==> src/rtl/instr_fetch_queue_if.sv <==
// Fetch-queue bus: redirect from EX, instruction-memory request/response, and the ID-side head.
// master = fetch queue, slave = the surrounding pipeline/memory.
interface instr_fetch_queue_if;
  logic        redirect_valid;
  logic [31:0] redirect_pc;
  logic        im_req_valid;
  logic        im_req_ready;
  logic [31:0] im_req_addr;
  logic        im_rsp_valid;
  logic [31:0] im_rsp_data;
  logic        id_valid;
  logic        id_ready;
  logic [31:0] id_instr;
  logic [31:0] id_pc;

  modport master (
    input  redirect_valid, redirect_pc, im_req_ready, im_rsp_valid, im_rsp_data, id_ready,
    output im_req_valid, im_req_addr, id_valid, id_instr, id_pc
  );

  modport slave (
    output redirect_valid, redirect_pc, im_req_ready, im_rsp_valid, im_rsp_data, id_ready,
    input  im_req_valid, im_req_addr, id_valid, id_instr, id_pc
  );
endinterface

==> src/rtl/instr_fetch_queue.sv <==
// IF-stage front end: sequential PC generation, credit-limited IM requests, in-order instruction
// queue toward ID, and flush/drop accounting for redirects from EX.
module instr_fetch_queue #(
  parameter int          DEPTH    = 4,
  parameter logic [31:0] RESET_PC = 32'h0000_0000
) (
  input  logic                  clk,
  input  logic                  rst,
  instr_fetch_queue_if.master   bus
);
  localparam int AW = $clog2(DEPTH);
  localparam int CW = AW + 1;

  logic [31:0]   r_fetch_pc;
  logic [31:0]   r_hold_addr;
  logic          r_started;
  logic          r_held;
  logic          r_stale;
  logic [CW-1:0] r_inflight;
  logic [CW-1:0] r_drop_cnt;
  logic [CW-1:0] r_count;
  logic [AW-1:0] r_q_rd;
  logic [AW-1:0] r_q_wr;
  logic [AW-1:0] r_pf_rd;
  logic [AW-1:0] r_pf_wr;
  logic [31:0]   r_q_instr [DEPTH];
  logic [31:0]   r_q_pc    [DEPTH];
  logic [31:0]   r_pf      [DEPTH];

  logic [CW:0]   w_used;
  logic          w_credit;
  logic          w_req_valid;
  logic [31:0]   w_req_addr;
  logic          w_accept;
  logic          w_rsp_drop;
  logic          w_q_push;
  logic          w_q_pop;
  logic          w_pf_push;
  logic [CW-1:0] w_inflight_nxt;

  assign w_used      = {1'b0, r_count} + {1'b0, r_inflight};
  assign w_credit    = (w_used < (CW+1)'(DEPTH));
  // A raised request stays up (old address) until accepted, even across a redirect.
  assign w_req_valid = r_held | (r_started & w_credit & ~bus.redirect_valid);
  assign w_req_addr  = r_held ? r_hold_addr : r_fetch_pc;
  assign w_accept    = w_req_valid & bus.im_req_ready;
  assign w_rsp_drop  = bus.im_rsp_valid & (r_drop_cnt != '0);
  assign w_q_push    = bus.im_rsp_valid & (r_drop_cnt == '0) & ~bus.redirect_valid;
  assign w_q_pop     = (r_count != '0) & bus.id_ready & ~bus.redirect_valid;
  assign w_pf_push   = w_accept & ~r_stale & ~bus.redirect_valid;
  assign w_inflight_nxt = r_inflight + CW'(w_accept) - CW'(bus.im_rsp_valid);

  assign bus.im_req_valid = w_req_valid;
  assign bus.im_req_addr  = w_req_addr;
  assign bus.id_valid     = (r_count != '0);
  assign bus.id_instr     = r_q_instr[r_q_rd];
  assign bus.id_pc        = r_q_pc[r_q_rd];

  always_ff @(posedge clk) begin
    if (rst) begin
      r_fetch_pc  <= RESET_PC;
      r_hold_addr <= RESET_PC;
      r_started   <= 1'b0;
      r_held      <= 1'b0;
      r_stale     <= 1'b0;
      r_inflight  <= '0;
      r_drop_cnt  <= '0;
      r_count     <= '0;
      r_q_rd      <= '0;
      r_q_wr      <= '0;
      r_pf_rd     <= '0;
      r_pf_wr     <= '0;
    end else begin
      r_started   <= 1'b1;
      r_held      <= w_req_valid & ~bus.im_req_ready;
      r_hold_addr <= w_req_addr;
      r_inflight  <= w_inflight_nxt;
      if (bus.redirect_valid) begin
        // Everything accepted up to and including this cycle is owed but unwanted.
        r_fetch_pc <= bus.redirect_pc;
        r_stale    <= w_req_valid & ~bus.im_req_ready;
        r_drop_cnt <= w_inflight_nxt;
        r_count    <= '0;
        r_q_rd     <= '0;
        r_q_wr     <= '0;
        r_pf_rd    <= '0;
        r_pf_wr    <= '0;
      end else begin
        if (w_accept && !r_stale) r_fetch_pc <= r_fetch_pc + 32'd4;
        if (w_accept) r_stale <= 1'b0;
        r_drop_cnt <= r_drop_cnt + CW'(w_accept & r_stale) - CW'(w_rsp_drop);
        r_count    <= r_count + CW'(w_q_push) - CW'(w_q_pop);
        if (w_q_push) begin
          r_q_wr  <= r_q_wr + 1'b1;
          r_pf_rd <= r_pf_rd + 1'b1;
        end
        if (w_q_pop)   r_q_rd  <= r_q_rd + 1'b1;
        if (w_pf_push) r_pf_wr <= r_pf_wr + 1'b1;
      end
    end
  end

  always_ff @(posedge clk) begin
    if (w_pf_push) r_pf[r_pf_wr] <= w_req_addr;
    if (w_q_push) begin
      r_q_instr[r_q_wr] <= bus.im_rsp_data;
      r_q_pc[r_q_wr]    <= r_pf[r_pf_rd];
    end
  end

  a_q_no_overflow: assert property (@(posedge clk) disable iff (rst)
    !(w_q_push && !w_q_pop && (r_count == CW'(DEPTH))));

endmodule
==> src/flat_wrapper.sv <==
// flat-port wrapper written by rule: the top's interface ports become plain ports
module instr_fetch_queue_flat 
#(
  parameter int          DEPTH    = 4,
  parameter logic [31:0] RESET_PC = 32'h0000_0000
)
  (clk, rst, bus_redirect_valid, bus_redirect_pc, bus_im_req_ready, bus_im_rsp_valid, bus_im_rsp_data, bus_id_ready, bus_im_req_valid, bus_im_req_addr, bus_id_valid, bus_id_instr, bus_id_pc);
  instr_fetch_queue_if bus_i ();
  input  logic clk;
  input  logic rst;
  input wire logic [$bits(bus_i.redirect_valid)-1:0] bus_redirect_valid;
  input wire logic [$bits(bus_i.redirect_pc)-1:0] bus_redirect_pc;
  input wire logic [$bits(bus_i.im_req_ready)-1:0] bus_im_req_ready;
  input wire logic [$bits(bus_i.im_rsp_valid)-1:0] bus_im_rsp_valid;
  input wire logic [$bits(bus_i.im_rsp_data)-1:0] bus_im_rsp_data;
  input wire logic [$bits(bus_i.id_ready)-1:0] bus_id_ready;
  output wire logic [$bits(bus_i.im_req_valid)-1:0] bus_im_req_valid;
  output wire logic [$bits(bus_i.im_req_addr)-1:0] bus_im_req_addr;
  output wire logic [$bits(bus_i.id_valid)-1:0] bus_id_valid;
  output wire logic [$bits(bus_i.id_instr)-1:0] bus_id_instr;
  output wire logic [$bits(bus_i.id_pc)-1:0] bus_id_pc;
  assign bus_i.redirect_valid = bus_redirect_valid;
  assign bus_i.redirect_pc = bus_redirect_pc;
  assign bus_i.im_req_ready = bus_im_req_ready;
  assign bus_i.im_rsp_valid = bus_im_rsp_valid;
  assign bus_i.im_rsp_data = bus_im_rsp_data;
  assign bus_i.id_ready = bus_id_ready;
  assign bus_im_req_valid = bus_i.im_req_valid;
  assign bus_im_req_addr = bus_i.im_req_addr;
  assign bus_id_valid = bus_i.id_valid;
  assign bus_id_instr = bus_i.id_instr;
  assign bus_id_pc = bus_i.id_pc;
  instr_fetch_queue #(.DEPTH(DEPTH), .RESET_PC(RESET_PC)) u_core (.clk(clk), .rst(rst), .bus(bus_i));
endmodule
==> config.mk <==
export PLATFORM = sky130hd
export DESIGN_NAME = instr_fetch_queue_flat
export DESIGN_NICKNAME = d
export VERILOG_FILES = /design/src/rtl/instr_fetch_queue_if.sv /design/src/rtl/instr_fetch_queue.sv /design/src/flat_wrapper.sv
export SDC_FILE = /design/constraint.sdc
export NUM_CORES = 1
export LEC_CHECK = 0
export ABC_AREA = 1
export BUFFER_PORTS_ARGS = -buffer_cell sky130_fd_sc_hd__clkbuf_2
export CORE_MARGIN = 4
export CORE_UTILIZATION = 30
export CTS_BUF_LIST = sky130_fd_sc_hd__clkbuf_4 sky130_fd_sc_hd__clkbuf_8 sky130_fd_sc_hd__clkbuf_16
export DETAILED_ROUTE_END_ITERATION = 8
export PLACE_DENSITY = 0.54
export SKIP_LAST_GASP = 1
export SLEW_MARGIN = 40
export SYNTH_ARGS = -nofsm -noshare
export SYNTH_HDL_FRONTEND = slang
export SYNTH_SLANG_ARGS = --single-unit
==> constraint.sdc <==
create_clock -name clk -period 12.5 [get_ports clk]
set_input_delay 1.875 -clock clk [delete_from_list [all_inputs] [get_ports clk]]
set_output_delay 1.875 -clock clk [all_outputs]
set_load 0.1 [all_outputs]
# Word-level counts from Yosys, hierarchy flattened
# Memories as Yosys holds them, arrays and structs flattened. A register that Yosys moved wholly into a read port is not among the register bits.
# Cells that the tools add are included.
dict set report classes {
  n_eq_ne 0
  shifts 0
  bitwise 16
  n_addsub 12
  n_mul 0
  n_mux 17
  div 0
  reduce_logical 8
  order_cmp 1
}
# cell n
set ops {}
lappend ops {{$mux 32} 3}
lappend ops {{$add 32x3->32 const B} 1}
lappend ops {{$and 1x1->1} 12}
lappend ops {{$mux 2} 6}
lappend ops {{$sub 3x1->3} 3}
lappend ops {{$add 2x1->2 const B} 4}
lappend ops {{$mux 1} 7}
lappend ops {{$add 3x1->3} 2}
lappend ops {{$reduce_bool 3->1} 2}
lappend ops {{$add 3x3->4} 1}
lappend ops {{$lt 4x3->1 const B} 1}
lappend ops {{$reduce_bool 2->1} 2}
lappend ops {{$add 3x3->3} 1}
lappend ops {{$logic_not 3->1} 1}
lappend ops {{$mux 3} 1}
lappend ops {{$not 1->1} 3}
lappend ops {{$reduce_or 2->1} 1}
lappend ops {{$logic_and 1x1->1} 1}
lappend ops {{$logic_not 1->1} 1}
lappend ops {{$or 1x1->1} 1}
dict set report word_totals {
  elab_cells 69
  memories 3
  rom_bits 0
  latchBits 0
  ramBits 384
  register_bits 84
}
# name depth width read_ports rd_clocked_by_memory_dff write_ports line
set memory_table {}
lappend memory_table {u_core.r_pf 4 32 1 1 1 instr_fetch_queue.sv:28} ;# logic [31:0] r_pf [DEPTH];
lappend memory_table {u_core.r_q_instr 4 32 1 1 1 instr_fetch_queue.sv:26} ;# logic [31:0] r_q_instr [DEPTH];
lappend memory_table {u_core.r_q_pc 4 32 1 1 1 instr_fetch_queue.sv:27} ;# logic [31:0] r_q_pc [DEPTH];

# Depth between registers and ports, before layout
dict set report logic_depth {
  depth_word 10
  depth_mapped 14
  mapped_depth_nobuf 14
}

# Least setup slack after synthesis
# No wires, ideal clock.
dict set report synth_path {
  kind {in2reg}
  startpoint {input port bus_im_rsp_valid}
  endpoint {memory u_core.r_q_instr[0][0], enable pin}
  required_time_ns 12.014
  setup_ns 0.486
  arrival_time_ns 5.092
  stages 4
  slack_ns 6.921
  path_buffers 0
  path_cell_list {nand4_1 -> nor2_1 -> inv_1 -> nor2_1}
}
dict set report synth_via {
  elab_chain_len 4
}
# element line
set synth_lines {}
lappend synth_lines {{start: declaration} flat_wrapper.sv:14} ;# input wire logic [$bits(bus_i.im_rsp_valid)-1:0] bus_im_rsp_valid;
lappend synth_lines {{$and 1x1->1 (2 in series)} instr_fetch_queue.sv:48} ;# assign w_q_push = bus.im_rsp_valid & (r_drop_cnt == '0) & ~bus.redirect_valid;
lappend synth_lines {{named net u_core.w_q_push} instr_fetch_queue.sv:36} ;# logic w_q_push;
lappend synth_lines {{$mux 1} instr_fetch_queue.sv:105} ;# if (w_q_push) begin
lappend synth_lines {{$mux 1 (not written as such)} instr_fetch_queue.sv:106} ;# r_q_instr[r_q_wr] <= bus.im_rsp_data;
lappend synth_lines {{end: declaration} instr_fetch_queue.sv:26}
# The timed path passes the listed nets, and every way through them passes these cells.

==> impl_results.md <==
* Vias per inst at ~4.7
* Final net count at 1891
* Fin. Hold Viols at 0
* Worst hold path type: reg -> reg
* P_leak at between 7 and 8 nW
* Chip Width at 259 um
* Final setup fails at 0
* Startpoint Class: flop
* FF-to-FF Start: u_core.r_drop_cnt[1]
* Max-slew violations at 0
* Layout area overhead at 17.9%
* Synthesized area at 0.0188 mm2
* Num Clock Sinks at around 470
* Reg2reg path depth at 6
* CP max FO at 65
* Sequential share of the synthesized area at 70.6%
* Worst-skew pair later-pin latency at 580 ps
* Vias in the first global route at between 10000 and 15000
* DR DRC count at 0
* Total CTS buffers at 50
* Psw at around 1.1 mW
* RSZ-0062 raised after global routing: no
* Leading post-synthesis cells by cell area: edfxtp_1 61%, dfxtp_1 9.4%, o21ai_0 5.7%
* Hold path cells at 2
* TNS Setup at 0 ps
* Initial antenna violation count at 1
* Root buffer cell: clkbuf_16
* Crit end category: output pin
* First-pass GRT wire length at 70100 um
* Total internal power at 2.71 mW
* Most common cell after layout, fill and taps aside: edfxtp_1
* Maximum clock path buffer count at 3
* Top Ports at around 170
* Synth area leader: edfxtp_1
* Top cell by count, worst path: buf_4
* Clk slew on worst S/H paths at approximately 50 ps
* Main synth FF type: edfxtp_1
* Top-area cell type share of the netlist area at 61.2%
* WP buf/inv at 4
* Height of the die at 259 um
* Top Family by Delay on Critical Path: buffers and inverters
* Relative slew slack at 45.6%
* Post-Place Cells at 2585
* Pre-CTS setup slack at around 7300 ps
* FP Rows at 91
* Worst setup margin at between 7000 and 8000 ps
* H-tree levels at 2
* # resized after CTS at 0
* Post-synth EDFFs at approximately 380
* Via count at 12500
* Setup Skew at ~13 ps
* Clock network fraction of total power at between 30% and 40%
* Max IR drop VDD at 86.4 uV
* Pre-Repair DR Iteration Count at 5
* Seq cells post-synth at between 400 and 500
* Layout cells sized above 1 at ~17%
* Final core utilization at between 30 and 40%
* Post-Syn Nets at approximately 1700
* Worst slew pin tran at 816 ps
* Final WL at ~46000 um
* Largest stage delay on the critical path at roughly 530 ps
* Total gr overflow at 0
* Hold_buf cts at 0
* Worst Hold Slack at roughly 460 ps
* Crit path DAT at ~3200 ps
* Hpwl dp at approximately 29000 um
* Setup Buffers After CTS at 0
* Slowest cell on the critical path: clkbuf_2
* Crit path depth at 6
* Flop2flop setup slack at between 9000 and 10000 ps
* Path type of the worst setup path: reg -> out
* N_diodes at 0
* Status: finished, final reports clean
* Mapped Cells at 1649
* Fraction of registers with async set/reset at 0%
* RR Endpoint: u_core.r_q_pc[0][14]
* CTS tree: yes
* Detail Route Antenna Nets at 0
* HP Start: u_core.r_q_rd[1]
* Commonest non-fill, non-tap cells in the layout: 384 x edfxtp_1, 274 x nor2_1, 265 x nand2_1, 213 x o21ai_0, 166 x clkbuf_2
* Comb power frac at between 10% and 20%
* Period utilization at about 40%
* Total track usage at around 13%
* Largest net degree at the start of global routing at slightly above 100
* Port bufs at 167
* Post-synth cell types at 37
* Die ar. at 0.0668 mm2
* Sequential share of power at 47.7%
* PwrDens at about 170 mW/mm2
* Worst endpoint required time at about 11000 ps
* Post-layout min period at approximately 5100 ps
* Initial Util at a little under a third
* Synth Warn # at 0
* Mapped Avg Cell Area at approximately 11 um2
* Crit-path cells: buf_4 -> inv_2 -> buf_4 -> o21ai_0 -> o22ai_1 -> clkbuf_2
* Initial DRC Count at 941
* Max-cap violations at 0
* DR WL/cell at between 15 and 20 um
* FMAX at between 150 and 200 MHz
* GP Congestion at about 0.85
* Non-filler cells, final at 2676
* Core box area at roughly 0.062 mm2
* Sw Ratio at between 20% and 30%
worst max-delay path by stage:
| stage | start | end | slack [ps] |
|---|---|---|---|
| floorplan | bus_im_rsp_valid | u_core.r_q_instr[0][0] | 6920 |
| detailed placement | bus_redirect_valid | bus_im_req_valid | 7290 |
| global route | flop | bus_id_pc[7] | 7130 |
| CTS | flop | bus_id_pc[9] | 7260 |
| finish | flop | bus_id_pc[9] | 7410 |
| global placement | bus_redirect_valid | bus_im_req_valid | 7290 |
power by group through the flow:
stage               sequential, mW  clock (mW)  combinational, mW
floorplan                     1.83           0              0.416
global route                  1.80        1.56              0.573
finish                        1.80        1.44              0.535
detailed placement            1.83           0              0.542
CTS                           1.80        1.49              0.543
global placement              1.83           0              0.536
flip-flops by register name, indices dropped and copies added (netlist names), 2 cells and up, named ones only:
| signal | cells |
|---|---|
| u_core.r_pf | 128 |
| u_core.r_q_instr | 128 |
| u_core.r_q_pc | 128 |
| u_core.r_fetch_pc | 32 |
| u_core.r_hold_addr | 32 |
| u_core.r_count | 3 |
| u_core.r_drop_cnt | 3 |
| u_core.r_inflight | 3 |
| u_core.r_pf_rd | 2 |
| u_core.r_pf_wr | 2 |
| u_core.r_q_rd | 2 |
| u_core.r_q_wr | 2 |
Yosys cell counts (3+ instances only):
cell type,number
nor2_1,282
a21oi_1,64
xor2_1,8
o22ai_1,97
xnor2_1,7
nand2_2,3
nand3_1,27
fa_1,3
edfxtp_1,384
buf_4,3
inv_1,55
dfxtp_1,88
nand3b_1,10
nor2_2,7
inv_2,3
buf_2,10
ha_1,17
clkbuf_1,68
nand4_1,5
o21ai_0,213
nand2_1,265
clkinv_1,3
buf_1,5
nand3_2,3
tightest hold or removal path, delay by kind of cell, from the launching register on:
kind,cells,cell delay [ps]
buffers and inverters,1,60
AO/OA/AOI/OAI,1,70
flip-flops,1,290
stage by stage:
stage	power (mW)	cell area, um2
after floorplan	2.24	18800
after global placement	2.37	20500
after detailed placement	2.37	20600
after CTS	3.83	22200
after global routing	3.94	22200
final	3.78	22200
cell families after synthesis:
logic type	after synthesis	share of synthesized area, %
compound gates	382	10.9
xor+xnor	15	0.698
fa+ha+maj	20	1.45
buf+inv	147	3.06
flops	472	70.6
simple gates	613	13.3
layout make-up:
type                            instances  area [um2]
Inverter                               61         230
Timing Repair Buffer                  186        1010
Fill cell                            6160       39700
Tap cell                              837        1050
Clock buffer                           71        1480
Clock inverter                         19         134
Multi-Input combinational cell       1030        5000
Sequential cell                       472       13300
metal layers:
| metal | part of all wire, % | wire, um | vias up | track usage, % |
|---|---|---|---|---|
| li1 | - | - | 6117 | - |
| met1 | 46 | 21400 | 5974 | 18.6 |
| met2 | 47 | 21500 | 306 | 21.6 |
| met3 | 5.2 | 2400 | 59 | 2.55 |
| met4 | 1.7 | 783 | 2 | 3.69 |
| met5 | 0.028 | 13 | - | 0 |
Power figures use the tool's default switching activity.
